===== src/rtl/pow_dispatch.sv =====
// Request FIFO and sequencer in front of the 16-bit iterative power unit (x^n).
// Define POW_DISPATCH_BYPASS_EN to resolve n=0 / n=1 requests without the power unit.
module pow_dispatch #(
   parameter int unsigned DEPTH = 4,
   parameter int unsigned TAGW  = 8
) (
   input  logic            clk,
   input  logic            rst,
   input  logic            in_valid,
   output logic            in_ready,
   input  logic [15:0]     in_x,
   input  logic [7:0]      in_n,
   output logic            pw_start,
   output logic [15:0]     pw_x,
   output logic [7:0]      pw_n,
   input  logic            pw_ready,
   input  logic [15:0]     pw_out,
   output logic            res_valid,
   input  logic            res_ack,
   output logic [15:0]     res_data,
   output logic [TAGW-1:0] res_tag
);

   localparam int unsigned AW = $clog2(DEPTH);
   localparam logic [AW:0] PtrOne = 1;
   localparam logic [TAGW-1:0] TagOne = 1;

   typedef enum logic [2:0] {StIdle, StIssue, StWaitBusy, StWaitDone, StHold} state_e;

   state_e          state_q;
   logic [15:0]     fifo_x   [DEPTH];
   logic [7:0]      fifo_n   [DEPTH];
   logic [TAGW-1:0] fifo_tag [DEPTH];
   logic [AW:0]     wptr_q, rptr_q;
   logic [TAGW-1:0] tag_cnt_q, tag_q;
   logic            full, empty, push, pop, issue, bypass;
   logic [15:0]     head_x;
   logic [7:0]      head_n;
   logic [TAGW-1:0] head_tag;

   // Extra pointer bit distinguishes full from empty when the indices match.
   assign full     = (wptr_q[AW] != rptr_q[AW]) && (wptr_q[AW-1:0] == rptr_q[AW-1:0]);
   assign empty    = (wptr_q == rptr_q);
   assign in_ready = !full;
   assign push     = in_valid && !full;

   assign head_x   = fifo_x[rptr_q[AW-1:0]];
   assign head_n   = fifo_n[rptr_q[AW-1:0]];
   assign head_tag = fifo_tag[rptr_q[AW-1:0]];

`ifdef POW_DISPATCH_BYPASS_EN
   assign bypass = (state_q == StIdle) && !empty && (head_n <= 8'd1);
`else
   assign bypass = 1'b0;
`endif
   assign issue = (state_q == StIdle) && !empty && pw_ready && !bypass;
   assign pop   = issue || bypass;

   always_ff @(posedge clk) begin
      if (push) begin
         fifo_x[wptr_q[AW-1:0]]   <= in_x;
         fifo_n[wptr_q[AW-1:0]]   <= in_n;
         fifo_tag[wptr_q[AW-1:0]] <= tag_cnt_q;
      end
   end

   always_ff @(posedge clk or posedge rst) begin
      if (rst) begin
         state_q   <= StIdle;
         wptr_q    <= '0;
         rptr_q    <= '0;
         tag_cnt_q <= '0;
         tag_q     <= '0;
         pw_start  <= 1'b0;
         pw_x      <= '0;
         pw_n      <= '0;
         res_valid <= 1'b0;
         res_data  <= '0;
         res_tag   <= '0;
      end else begin
         pw_start <= 1'b0;
         if (push) begin
            wptr_q    <= wptr_q + PtrOne;
            tag_cnt_q <= tag_cnt_q + TagOne;
         end
         if (pop) begin
            rptr_q <= rptr_q + PtrOne;
         end
         case (state_q)
            StIdle: begin
               if (bypass) begin
                  res_valid <= 1'b1;
                  res_data  <= (head_n == 8'd0) ? 16'h0001 : head_x;
                  res_tag   <= head_tag;
                  state_q   <= StHold;
               end else if (issue) begin
                  // Head is popped on entry so pw_x/pw_n line up with the start pulse.
                  pw_start <= 1'b1;
                  pw_x     <= head_x;
                  pw_n     <= head_n;
                  tag_q    <= head_tag;
                  state_q  <= StIssue;
               end
            end
            StIssue: state_q <= StWaitBusy;
            StWaitBusy: begin
               if (!pw_ready) begin
                  state_q <= StWaitDone;
               end
            end
            StWaitDone: begin
               if (pw_ready) begin
                  res_valid <= 1'b1;
                  res_data  <= pw_out;
                  res_tag   <= tag_q;
                  state_q   <= StHold;
               end
            end
            StHold: begin
               if (res_ack) begin
                  res_valid <= 1'b0;
                  state_q   <= StIdle;
               end
            end
            default: state_q <= StIdle;
         endcase
      end
   end

endmodule


===== config.mk =====
export PLATFORM = sky130hd
export DESIGN_NAME = pow_dispatch
export DESIGN_NICKNAME = d
export VERILOG_FILES = /design/src/rtl/pow_dispatch.sv
export SDC_FILE = /design/constraint.sdc
export NUM_CORES = 1
export LEC_CHECK = 0
export BUFFER_PORTS_ARGS = -buffer_cell sky130_fd_sc_hd__buf_2
export CORE_ASPECT_RATIO = 0.7
export CORE_MARGIN = 1
export CORE_UTILIZATION = 57
export CTS_CLUSTER_SIZE = 25
export DETAILED_ROUTE_END_ITERATION = 7
export HOLD_SLACK_MARGIN = 0.1
export PLACE_DENSITY = 0.81
export REMOVE_ABC_BUFFERS = 1
export SYNTH_ARGS = -nofsm -noshare
export SYNTH_HDL_FRONTEND = slang
export SYNTH_SLANG_ARGS = --single-unit

===== constraint.sdc =====
create_clock -name clk -period 2.9 [get_ports clk]
set_clock_uncertainty 0.05 [all_clocks]
set_input_delay 0.145 -clock clk [delete_from_list [all_inputs] [get_ports clk]]
set_output_delay 0.145 -clock clk [all_outputs]
set_load 0.005 [all_outputs]

==> reports/results.tsv, run 1 <==
stage	metric	value	unit
outcome	outcome	finished, final reports clean	
clock_tree	clk_latency	470	ps
sta	post-route-min-period	2150	ps
run	maxCapViolCount	0	
synth	syn_inst	366	
clock_tree	clk_pin_slew_worst_paths	60	ps
power	clock_power_share	0.229	
placed_design	numPortBuffers	95	
clock_tree	cts_sinks	203	
route	num_vias	3824	
grt	grt_util_all_layers	0.202	
floorplanning	core-area	13200	sq um
synth	syn_avg_cell_area	21.1	sq um
floorplanning	dieWidth	141	microns
power	p_sw_frac	0.276	
sta	rsz0062_at_grt	false	
worst_setup_path	crit_arrival	2260	ps
grt	grt_pass1_wl	21.1	mm
floorplanning	die_y	99.4	microns
route	drt_pass1_iterations	4	
floorplanning	rows	35	
sta	worst_pin_slew	708	ps
route	route.detailed.drc	0	
worst_setup_path	start_kind	register	
sta	setup_viol	0	
finish	layout-drive-gt1-share	0.433	
grt	antenna_found_initial	1	
power	p_leak	3.72	nW
sta	max_freq	466	MHz
clock_tree	cts-root-buf	clkbuf_16	
worst_setup_path	r2r_slack	750	ps
route	final_antenna_net_count	0	
worst_setup_path	crit_required	3020	ps
synth	synth.yosys.seq_area_share	0.741	
floorplanning	die_area	14000	sq um
clock_tree	holdBufCountCts	44	
sta	hold_violations	0	
sta	whs	272	ps
route	vias_per_cell	5.32	
power	p_per_area	1030	nW/um^2
power	p_seq_frac	0.469	
clock_tree	cts_inserted_buffers	19	
clock_tree	postCtsResizedCells	0	
route	first_iter_violations	214	
grt	grt_pass1_vias	3976	
clock_tree	cts_buffer_depth	3	
synth	synth_area_leaders	edfxtp_1, dfrtp_1, mux4_2	
finish	fillers	814	
placed_design	dpl.hpwl	7.84	mm
clock_tree	cts_setup_buffers	0	
power	irDropWorstVdd	0.822	mV
grt	grt_overflow	0	
floorplanning	io_pins	96	
synth	netlist_area	7720	sq um
sta	fin_crit_sh	0.740	
grt	grt_max_degree	76	
synth	synth_top_cell_by_area	edfxtp_1	
worst_setup_path	critPathCaptureType	register	
worst_setup_path	worstSetupPathType	register to register	
synth	yosysUniqueCellTypes	26	
clock_tree	cts_htree_levels	1	
worst_setup_path	critPathMaxFanout	25	
placed_design	gp_congestion	0.748	
power	design_power_total	9.80	mW
finish	area_growth	22.8	%
sta	max_slew_margin	0.528	
power	internal_power	7.09	mW
power	comb_power_share	0.302	
synth	yosys_warnings	0	
power	switching_power	2.71	mW
synth	synth_top_area_frac	0.498	
min_path	min_path_type	primary input to async pin	
sta	drv_slew	0	
finish	final_nets	572	
route	post_drt_wl_per_cell	18.4	microns
clock_tree	cts_tree	built	
synth	synth_seq_cells	203	
route	routed_wl	13.2	mm
floorplanning	start_util	0.586	
## cells in the mapped netlist
master and number:
mux2_2 30, nor3_1 2, dfrtp_1 75, and3_1 4
nand3b_1 2, nand3_1 2, a21oi_1 1, buf_4 1
nand2b_1 2, ha_1 6, mux2_4 28, xnor2_2 2
mux4_2 32, a31oi_1 1, buf_6 6, clkbuf_1 4
o21ai_0 2, nand4_1 6, edfxtp_1 128, xor2_1 4
inv_1 4, xnor2_1 8, nand2_1 5, buf_2 5
nor2_1 2, and2_1 4
## final timing paths
| check | startpoint | end | depth (start not counted) |
|---|---|---|---|
| min | rst | res_data[0]$_DFFE_PP0P_ | 4 |
| max in group asynchronous | rst | rptr_q[0]$_DFFE_PP0P_ | 4 |
| max reg2reg | wptr_q[1]$_DFFE_PP0P_ | fifo_x[3][7]$_DFFE_PP_ | 4 |
| min in group clk | in_x[10] | fifo_x[2][10]$_DFFE_PP_ | 2 |
| max | wptr_q[1]$_DFFE_PP0P_ | fifo_x[3][7]$_DFFE_PP_ | 4 |
| min reg2reg | wptr_q[2]$_DFFE_PP0P_ | wptr_q[2]$_DFFE_PP0P_ | 1 |
## stage by stage
step	setup TNS (ps)	cell area, sq um	instances	util	worst slack (ps)
2_1_floorplan	-139110	7610	350	-	-893
3_5_place_dp	0	8480	641	0.644	769
4_1_cts	0	9490	718	0.720	737
6_report	0	9490	719	0.720	754
5_1_grt	0	9490	719	0.720	636
3_3_place_gp	0	8480	641	0.644	819
## layer usage
layer	GRT usage	routed length, microns	share of wire
met2	0.325	6320	0.48
met5	0	0	0
met4	0.0452	201	0.015
met1	0.291	6110	0.46
met3	0.0424	576	0.044
## cell usage in the layout (no fill, tap or decap), types with 6 or more instances in the layout
cell / count
edfxtp_1: 128
buf_2: 95
dfrtp_1: 73
dlygate4sd3_1: 44
mux4_2: 32
mux2_2: 30
mux2_4: 28
clkbuf_16: 19
xnor2_1: 8
clkbuf_1: 8
nand4_1: 6
ha_1: 6
buf_12: 6
## flip-flops by register name (all words and copies together), names as in the netlist, 8 cells and up
name	cells
pw_x	16
fifo_n	32
fifo_x	64
tag_cnt_q	8
tag_q	8
res_data	16
res_tag	8
fifo_tag	32
pw_n	8
## cells by family after synthesis
group,share of synthesized area
xor+xnor,0.0178
compound gates,0.00275
fa+ha+maj,0.00972
simple gates,0.0209
flops,0.741
mux,0.191
buf+inv,0.0168
## area by class of cell
| class | count | area (sq um) | share of cell area |
|---|---|---|---|
| multi-input cells | 143 | 1880 | 0.198 |
| flip-flops and latches | 203 | 5720 | 0.603 |
| clock buffers | 30 | 547 | 0.0576 |
| inverters | 4 | 16.3 | 0.00171 |
| clock inverters | 3 | 15.0 | 0.00158 |
| diodes | 1 | 2.50 | 0.000264 |
| repair buffers | 150 | 1070 | 0.113 |
| well taps | 185 | 231 | 0.0244 |
## power by group through the flow
stage	clock network [mW]	logic, mW	registers (mW)
CTS	2.30	3.01	4.60
global placement	0	2.87	4.58
finish	2.24	2.96	4.60
floorplan	0	1.80	4.73
detailed placement	0	2.94	4.64
global route	2.40	3.21	4.71
## worst max-delay path, stage by stage (launching register included)
cell and delay, ps:
dfrtp_1 430, xnor2_2 170, a31oi_1 520, and2_2 420, buf_12 240
No activity file was read; power rests on OpenSTA's default activity.
==> run 2, diff against run 1 <==
--- a/config.mk
+++ b/config.mk
@@ -8,11 +8,11 @@
 export BUFFER_PORTS_ARGS = -buffer_cell sky130_fd_sc_hd__buf_2
 export CORE_ASPECT_RATIO = 0.7
 export CORE_MARGIN = 1
-export CORE_UTILIZATION = 57
+export CORE_UTILIZATION = 52
 export CTS_CLUSTER_SIZE = 25
 export DETAILED_ROUTE_END_ITERATION = 7
 export HOLD_SLACK_MARGIN = 0.1
-export PLACE_DENSITY = 0.81
+export PLACE_DENSITY = 0.78
 export REMOVE_ABC_BUFFERS = 1
 export SYNTH_ARGS = -nofsm -noshare
 export SYNTH_HDL_FRONTEND = slang
==> constraint.sdc (replaced) <==
create_clock -name clk -period 1.9 [get_ports clk]
set_clock_uncertainty 0.05 [all_clocks]
set_input_delay 0.095 -clock clk [delete_from_list [all_inputs] [get_ports clk]]
set_output_delay 0.095 -clock clk [all_outputs]
set_load 0.005 [all_outputs]
==> run 2 against run 1 <==
  * Worst setup slack worse by 680 ps
  * Combinational power up 59%
  * Critical path depth up 1
  * First-iteration DRC count down 30%
  * Wire length up 5.5%
  * Largest power group unchanged
  * Flip-flop and latch count unchanged
  * Final cell count up 1.9%
  * Critical endpoint is now pw_x[8]$_DFFE_PP0P_
  * Via count up 1.1%
==> reports/results.tsv, run 2 (synthesis results as in run 1) <==
stage	metric	value	unit	change
worst_setup_path	reg2reg_from	rptr_q[2]$_DFFE_PP0P_		
finish	layout_commonest_cell	edfxtp_1		
sta	max_slew_margin	0.779		+0.251
worst_setup_path	critPathMaxFanout	26		+4.0%
power	switching_power	4.32	mW	+59%
finish	final_util	0.685		-0.0351
worst_setup_path	rr_endpoint	pw_x[8]$_DFFE_PP0P_		
finish	final_nets	580		+1.4%
clock_tree	postCtsResizedCells	0		unchanged
worst_setup_path	path_buf_inv	1		unchanged
worst_setup_path	worstPathCellList	xor2_1 > nand3b_1 > and3_2 > buf_12 > mux2_2		
sta	max_freq	548	MHz	+18%
clock_tree	cts_setup_buffers	0		unchanged
min_path	min_path_type	primary input to register		
finish	area_growth	25.8	%	
route	drt_pass1_iterations	4		unchanged
clock_tree	clk_latency	480	ps	about the same
clock_tree	clk_pin_slew_worst_paths	70	ps	about the same
sta	fin_crit_sh	0.960		+0.220
sta	worst_pin_slew	330	ps	-378 ps
outcome	outcome	finished, final reports clean		
worst_setup_path	start_kind	register		
route	num_vias	3865		+1.1%
placed_design	numPortBuffers	95		unchanged
placed_design	gp_congestion	0.715		-4.4%
floorplanning	die_y	104	microns	+4.6%
placed_design	dpl.hpwl	8.27	mm	+5.5%
clock_tree	cts_htree_levels	1		unchanged
power	p_per_area	1610	nW/um^2	+56%
min_path	whs_endpoint	tag_cnt_q[0]$_DFFE_PP0P_		
power	p_sw_frac	0.275		-0.000873
grt	grt_max_degree	44		-42%
clock_tree	cts_sinks	203		unchanged
grt	grt_util_all_layers	0.190		-0.0125
finish	largest_register_ffs	64		unchanged
grt	grt_pass1_wl	22.3	mm	+5.7%
worst_setup_path	r2r_slack	80	ps	-680 ps
worst_setup_path	slowest_stage	dfrtp_1		
sta	rsz0062_at_grt	false		
power	irDropWorstVdd	0.958	mV	+16%
power	p_seq_frac	0.450		-0.019
floorplanning	io_pins	96		unchanged
power	clock_power_share	0.250		+0.021
min_path	min_from	in_valid		
run	maxCapViolCount	0		unchanged
grt	grt_overflow	0		unchanged
grt	grt_pass1_vias	4223		+6.2%
clock_tree	holdBufCountCts	44		unchanged
placed_design	placed_area	8620	sq um	+1.6%
power	internal_power	11.4	mW	+60%
floorplanning	die_area	15400	sq um	+9.4%
worst_setup_path	rr_worst_depth	5		+1
clock_tree	cts_buffer_depth	3		unchanged
clock_tree	cts-root-buf	clkbuf_16		
sta	hold_violations	0		unchanged
finish	layout_common_cells	edfxtp_1, buf_2, dfrtp_1, dlygate4sd3_1, mux4_2		
min_path	holdPathStages	5		
floorplanning	dieWidth	148	microns	+4.6%
floorplanning	start_util	0.544		-0.0416
worst_setup_path	crit_required	2210	ps	-810 ps
worst_setup_path	crit_arrival	2140	ps	-120 ps
route	final_antenna_net_count	0		unchanged
floorplanning	rows	36		+2.9%
finish	final_area	9720	sq um	+2.4%
clock_tree	cts_tree	built		
route	first_iter_violations	150		-30%
power	p_leak	3.82	nW	+2.9%
worst_setup_path	crit_family	simple AND/OR/NAND/NOR gates		
worst_setup_path	critPathCaptureType	register		
route	post_drt_wl_per_cell	19.0	microns	+3.4%
route	routed_wl	13.9	mm	+5.5%
power	comb_power_share	0.300		-0.002
worst_setup_path	cpPeakStageDelay	410	ps	-110 ps
sta	setup_viol	0		unchanged
floorplanning	core-area	14200	sq um	+7.6%
clock_tree	cts_inserted_buffers	20		+1
sta	post-route-min-period	1820	ps	-321 ps
route	route.detailed.drc	0		unchanged
sta	drv_slew	0		unchanged
grt	antenna_found_initial	0		-1
finish	diodes	0		-1
worst_setup_path	worstSetupPathType	register to register		
route	vias_per_cell	5.27		-0.86%
sta	whs	180	ps	-92.6 ps
finish	layout-drive-gt1-share	0.446		+0.0123
-- run 2: cell count changes in the layout (fill, tap and decap cells not counted) --
cell / change
clkinv_2: +1
clkbuf_1: -5
inv_8: +1
clkbuf_8: -2
buf_4: +1
clkbuf_16: +2
bufinv_16: +2
clkinv_1: +4
buf_12: +6
diode_2: -1
-- run 2: power by group through the flow --
stage               clock network (mW)  logic [mW]  registers [mW]
detailed placement                   0        4.69            7.12
CTS                               3.99        4.79            7.06
global route                      4.17        5.10            7.21
global placement                     0        4.58            7.02
floorplan                            0        2.74            7.22
finish                            3.91        4.70            7.06
-- run 2: worst max-delay path by stage --
| stage | from | end | depth (start not counted) |
|---|---|---|---|
| after floorplan | rptr_q[0]$_DFFE_PP0P_ | fifo_n[3][0]$_DFFE_PP_ | 3 |
| final | rptr_q[2]$_DFFE_PP0P_ | pw_x[8]$_DFFE_PP0P_ | 5 |
| after global routing | rptr_q[2]$_DFFE_PP0P_ | pw_x[8]$_DFFE_PP0P_ | 5 |
| after global placement | rptr_q[2]$_DFFE_PP0P_ | pw_x[8]$_DFFE_PP0P_ | 5 |
| after detailed placement | rptr_q[2]$_DFFE_PP0P_ | pw_x[8]$_DFFE_PP0P_ | 5 |
| after CTS | rptr_q[2]$_DFFE_PP0P_ | pw_x[8]$_DFFE_PP0P_ | 5 |
-- run 2: stage by stage --
step	setup slack, ps	std cells	power [mW]	TNS [ps]
6_report	75.1	733	15.7	0
5_1_grt	5.71	733	16.5	0
4_1_cts	76.6	733	15.8	0
3_5_place_dp	99.9	653	11.8	0
3_3_place_gp	143	653	11.6	0
2_1_floorplan	-1890	350	9.95	-324890
-- run 2: per-layer routing --
| layer | GRT usage | wire length (microns) | up-vias |
|---|---|---|---|
| met5 | 0 | 0 | - |
| met4 | 0.0545 | 272 | 0 |
| met3 | 0.0360 | 755 | 21 |
| met2 | 0.313 | 6880 | 123 |
| met1 | 0.260 | 6030 | 1968 |
| li1 | - | - | 1753 |
-- run 2: layout make-up --
| cell class | instances | area, sq um |
|---|---|---|
| multi-input cells | 143 | 1880 |
| well taps | 190 | 238 |
| inverters | 4 | 16.3 |
| repair buffers | 157 | 1200 |
| flip-flops and latches | 203 | 5720 |
| clock buffers | 25 | 551 |
| clock inverters | 11 | 106 |
| fillers | 919 | 4470 |
-- run 2: worst reg2reg max path: stages (launching register included) --
cell and delay [ps]:
dfrtp_1 410, xor2_1 230, nand3b_1 180, and3_2 230, buf_12 240, mux2_2 370
==> run 3, diff against run 2 <==
--- a/config.mk
+++ b/config.mk
@@ -13,6 +13,7 @@
 export DETAILED_ROUTE_END_ITERATION = 7
 export HOLD_SLACK_MARGIN = 0.1
 export PLACE_DENSITY = 0.78
+export RECOVER_POWER = 50
 export REMOVE_ABC_BUFFERS = 1
 export SYNTH_ARGS = -nofsm -noshare
 export SYNTH_HDL_FRONTEND = slang
==> run 3 against run 2 <==
  * Count of clock-buffer cells in the layout is the same
  * Die area is the same
  * Sequential power is essentially flat
  * Critical path depth is the same
  * Maximum frequency is essentially flat
  * Hold slack lost 0.81 ps
  * Largest cell class unchanged
  * Sequential share of layout area grew 0.47 points
  * Critical endpoint unchanged
  * Flip-flop and latch count is the same
==> reports/results.tsv, run 3 (synthesis results as in run 1) <==
stage	metric	value	unit	change
clock_tree	cts_htree_levels	1		unchanged
grt	top_usage_layer	met2		
clock_tree	cts-root-buf	clkbuf_16		
clock_tree	clk_latency	480	ps	about the same
grt	grt_util_all_layers	0.190		unchanged
outcome	outcome	finished, final reports clean		
worst_setup_path	critPathMaxFanout	26		unchanged
run	maxCapViolCount	0		unchanged
finish	layout-drive-gt1-share	0.368		-0.0773
grt	met2_usage	0.313		unchanged
grt	grt_pass1_wl	22.3	mm	unchanged
worst_setup_path	cpPeakStageDelay	410	ps	about the same
worst_setup_path	crit_family	simple AND/OR/NAND/NOR gates		
route	first_iter_violations	145		-3.3%
grt	antenna_found_initial	0		unchanged
clock_tree	cts_inserted_buffers	20		unchanged
route	final_antenna_net_count	0		unchanged
worst_setup_path	worstPathCellList	xor2_1 > nand3b_1 > and3_2 > buf_12 > mux2_2		
floorplanning	io_pins	96		unchanged
floorplanning	rows	36		unchanged
sta	drv_slew	0		unchanged
sta	setup_viol	0		unchanged
worst_setup_path	critPathCaptureType	register		
sta	worst_pin_slew	633	ps	+303 ps
floorplanning	core-area	14200	sq um	unchanged
sta	fin_crit_sh	0.960		about the same
placed_design	gp_congestion	0.715		unchanged
floorplanning	die_area	15400	sq um	unchanged
sta	hold_violations	0		unchanged
sta	post-route-min-period	1820	ps	-1.28 ps
grt	use_met1	0.260		unchanged
power	irDropWorstVdd	0.956	mV	-0.17%
grt	grt_pass1_vias	4223		unchanged
route	num_vias	3882		+0.44%
worst_setup_path	crit_required	2210	ps	about the same
route	vias_per_cell	5.30		+0.44%
power	p_per_area	1620	nW/um^2	+0.32%
worst_setup_path	slowest_stage	dfrtp_1		
finish	final_nets	580		unchanged
placed_design	numPortBuffers	95		unchanged
grt	met3_usage	0.0360		unchanged
finish	layout_common_cells	edfxtp_1, dfrtp_1, buf_2, clkbuf_1, dlygate4sd3_1		
clock_tree	postCtsResizedCells	0		unchanged
placed_design	dpl.hpwl	8.27	mm	unchanged
finish	diodes	0		unchanged
sta	max_slew_margin	0.576		-0.203
finish	stdcell_count	733		unchanged
power	p_leak	3.69	nW	-3.5%
floorplanning	dieWidth	148	microns	unchanged
worst_setup_path	path_buf_inv	1		unchanged
grt	grt_overflow	0		unchanged
clock_tree	cts_tree	built		
route	routed_wl	13.9	mm	-0.22%
worst_setup_path	crit_arrival	2140	ps	about the same
worst_setup_path	worstSetupPathType	register to register		
finish	layout_commonest_cell	edfxtp_1		
worst_setup_path	start_kind	register		
grt	grt_max_degree	44		unchanged
floorplanning	die_y	104	microns	unchanged
power	design_power_total	15.6	mW	-0.47%
sta	max_freq	548	MHz	about the same
route	post_drt_wl_per_cell	19.0	microns	-0.22%
clock_tree	clk_pin_slew_worst_paths	70	ps	about the same
clock_tree	cts_buffer_depth	3		unchanged
route	drt_pass1_iterations	4		unchanged
clock_tree	cts_sinks	203		unchanged
min_path	min_path_type	primary input to register		
placed_design	place_inst	653		unchanged
sta	rsz0062_at_grt	false		
finish	area_growth	24.8	%	
floorplanning	start_util	0.544		unchanged
route	route.detailed.drc	0		unchanged
finish	largest_register_ffs	64		unchanged
==> run 3: per-stage QoR <==
| stage | setup slack [ps] | hold WS (ps) | TNS, ps | instance area, sq um | utilization |
|---|---|---|---|---|---|
| global placement | 143 | -17.3 | 0 | 8620 | 0.607 |
| floorplan | -1890 | 144 | -324890 | 7610 | - |
| detailed placement | 99.9 | -10.2 | 0 | 8620 | 0.607 |
| CTS | 76.6 | 152 | 0 | 9720 | 0.685 |
| global route | 5.71 | 228 | 0 | 9640 | 0.679 |
| finish | 76.4 | 179 | 0 | 9640 | 0.679 |
==> run 3: final cells by class <==
type                       count  area, sq um
multi-input combinational    143         1880
timing repair buffer         157         1120
inverter                       4         16.3
clock buffer                  25          551
clock inverter                11          106
sequential                   203         5720
fill                         949         4550
tap                          190          238
==> run 3: worst paths after layout <==
kind | from | end | slack, ps | depth (start not counted)
max in group asynchronous | rst | rptr_q[0]$_DFFE_PP0P_ | 280 | 5
min in group asynchronous | rst | res_data[2]$_DFFE_PP0P_ | 730 | 4
hold reg to reg | res_data[13]$_DFFE_PP0P_ | res_data[13]$_DFFE_PP0P_ | 450 | 1
setup reg to reg | rptr_q[2]$_DFFE_PP0P_ | pw_x[8]$_DFFE_PP0P_ | 80 | 5
hold / removal | in_valid | tag_cnt_q[0]$_DFFE_PP0P_ | 180 | 5
setup / recovery | rptr_q[2]$_DFFE_PP0P_ | pw_x[8]$_DFFE_PP0P_ | 80 | 5
==> run 3: worst min-delay path, cell delays in order <==
cell	delay (ps)
buf_2	100
inv_1	80
a31oi_1	80
buf_4	190
xor2_1	130
==> run 3: power breakdown <==
group	leakage [nW]	internal [mW]	total, mW	switching (mW)
clock	0.326	2.33	3.91	1.57
combinational	1.29	2.65	4.63	1.98
sequential	2.07	6.30	7.06	0.758
total	3.69	11.3	15.6	4.32
==> run 3: what timing repair did <==
item	4_1_cts	5_1_grt
hold endpoints to repair	192	0
setup buffers	0	0
hold buffers	44	0
==> run 3: routing by layer <==
metal,up-vias,wire (microns)
li1,1755,-
met1,1979,5980
met2,127,6880
met3,21,773
met4,0,272
met5,-,0
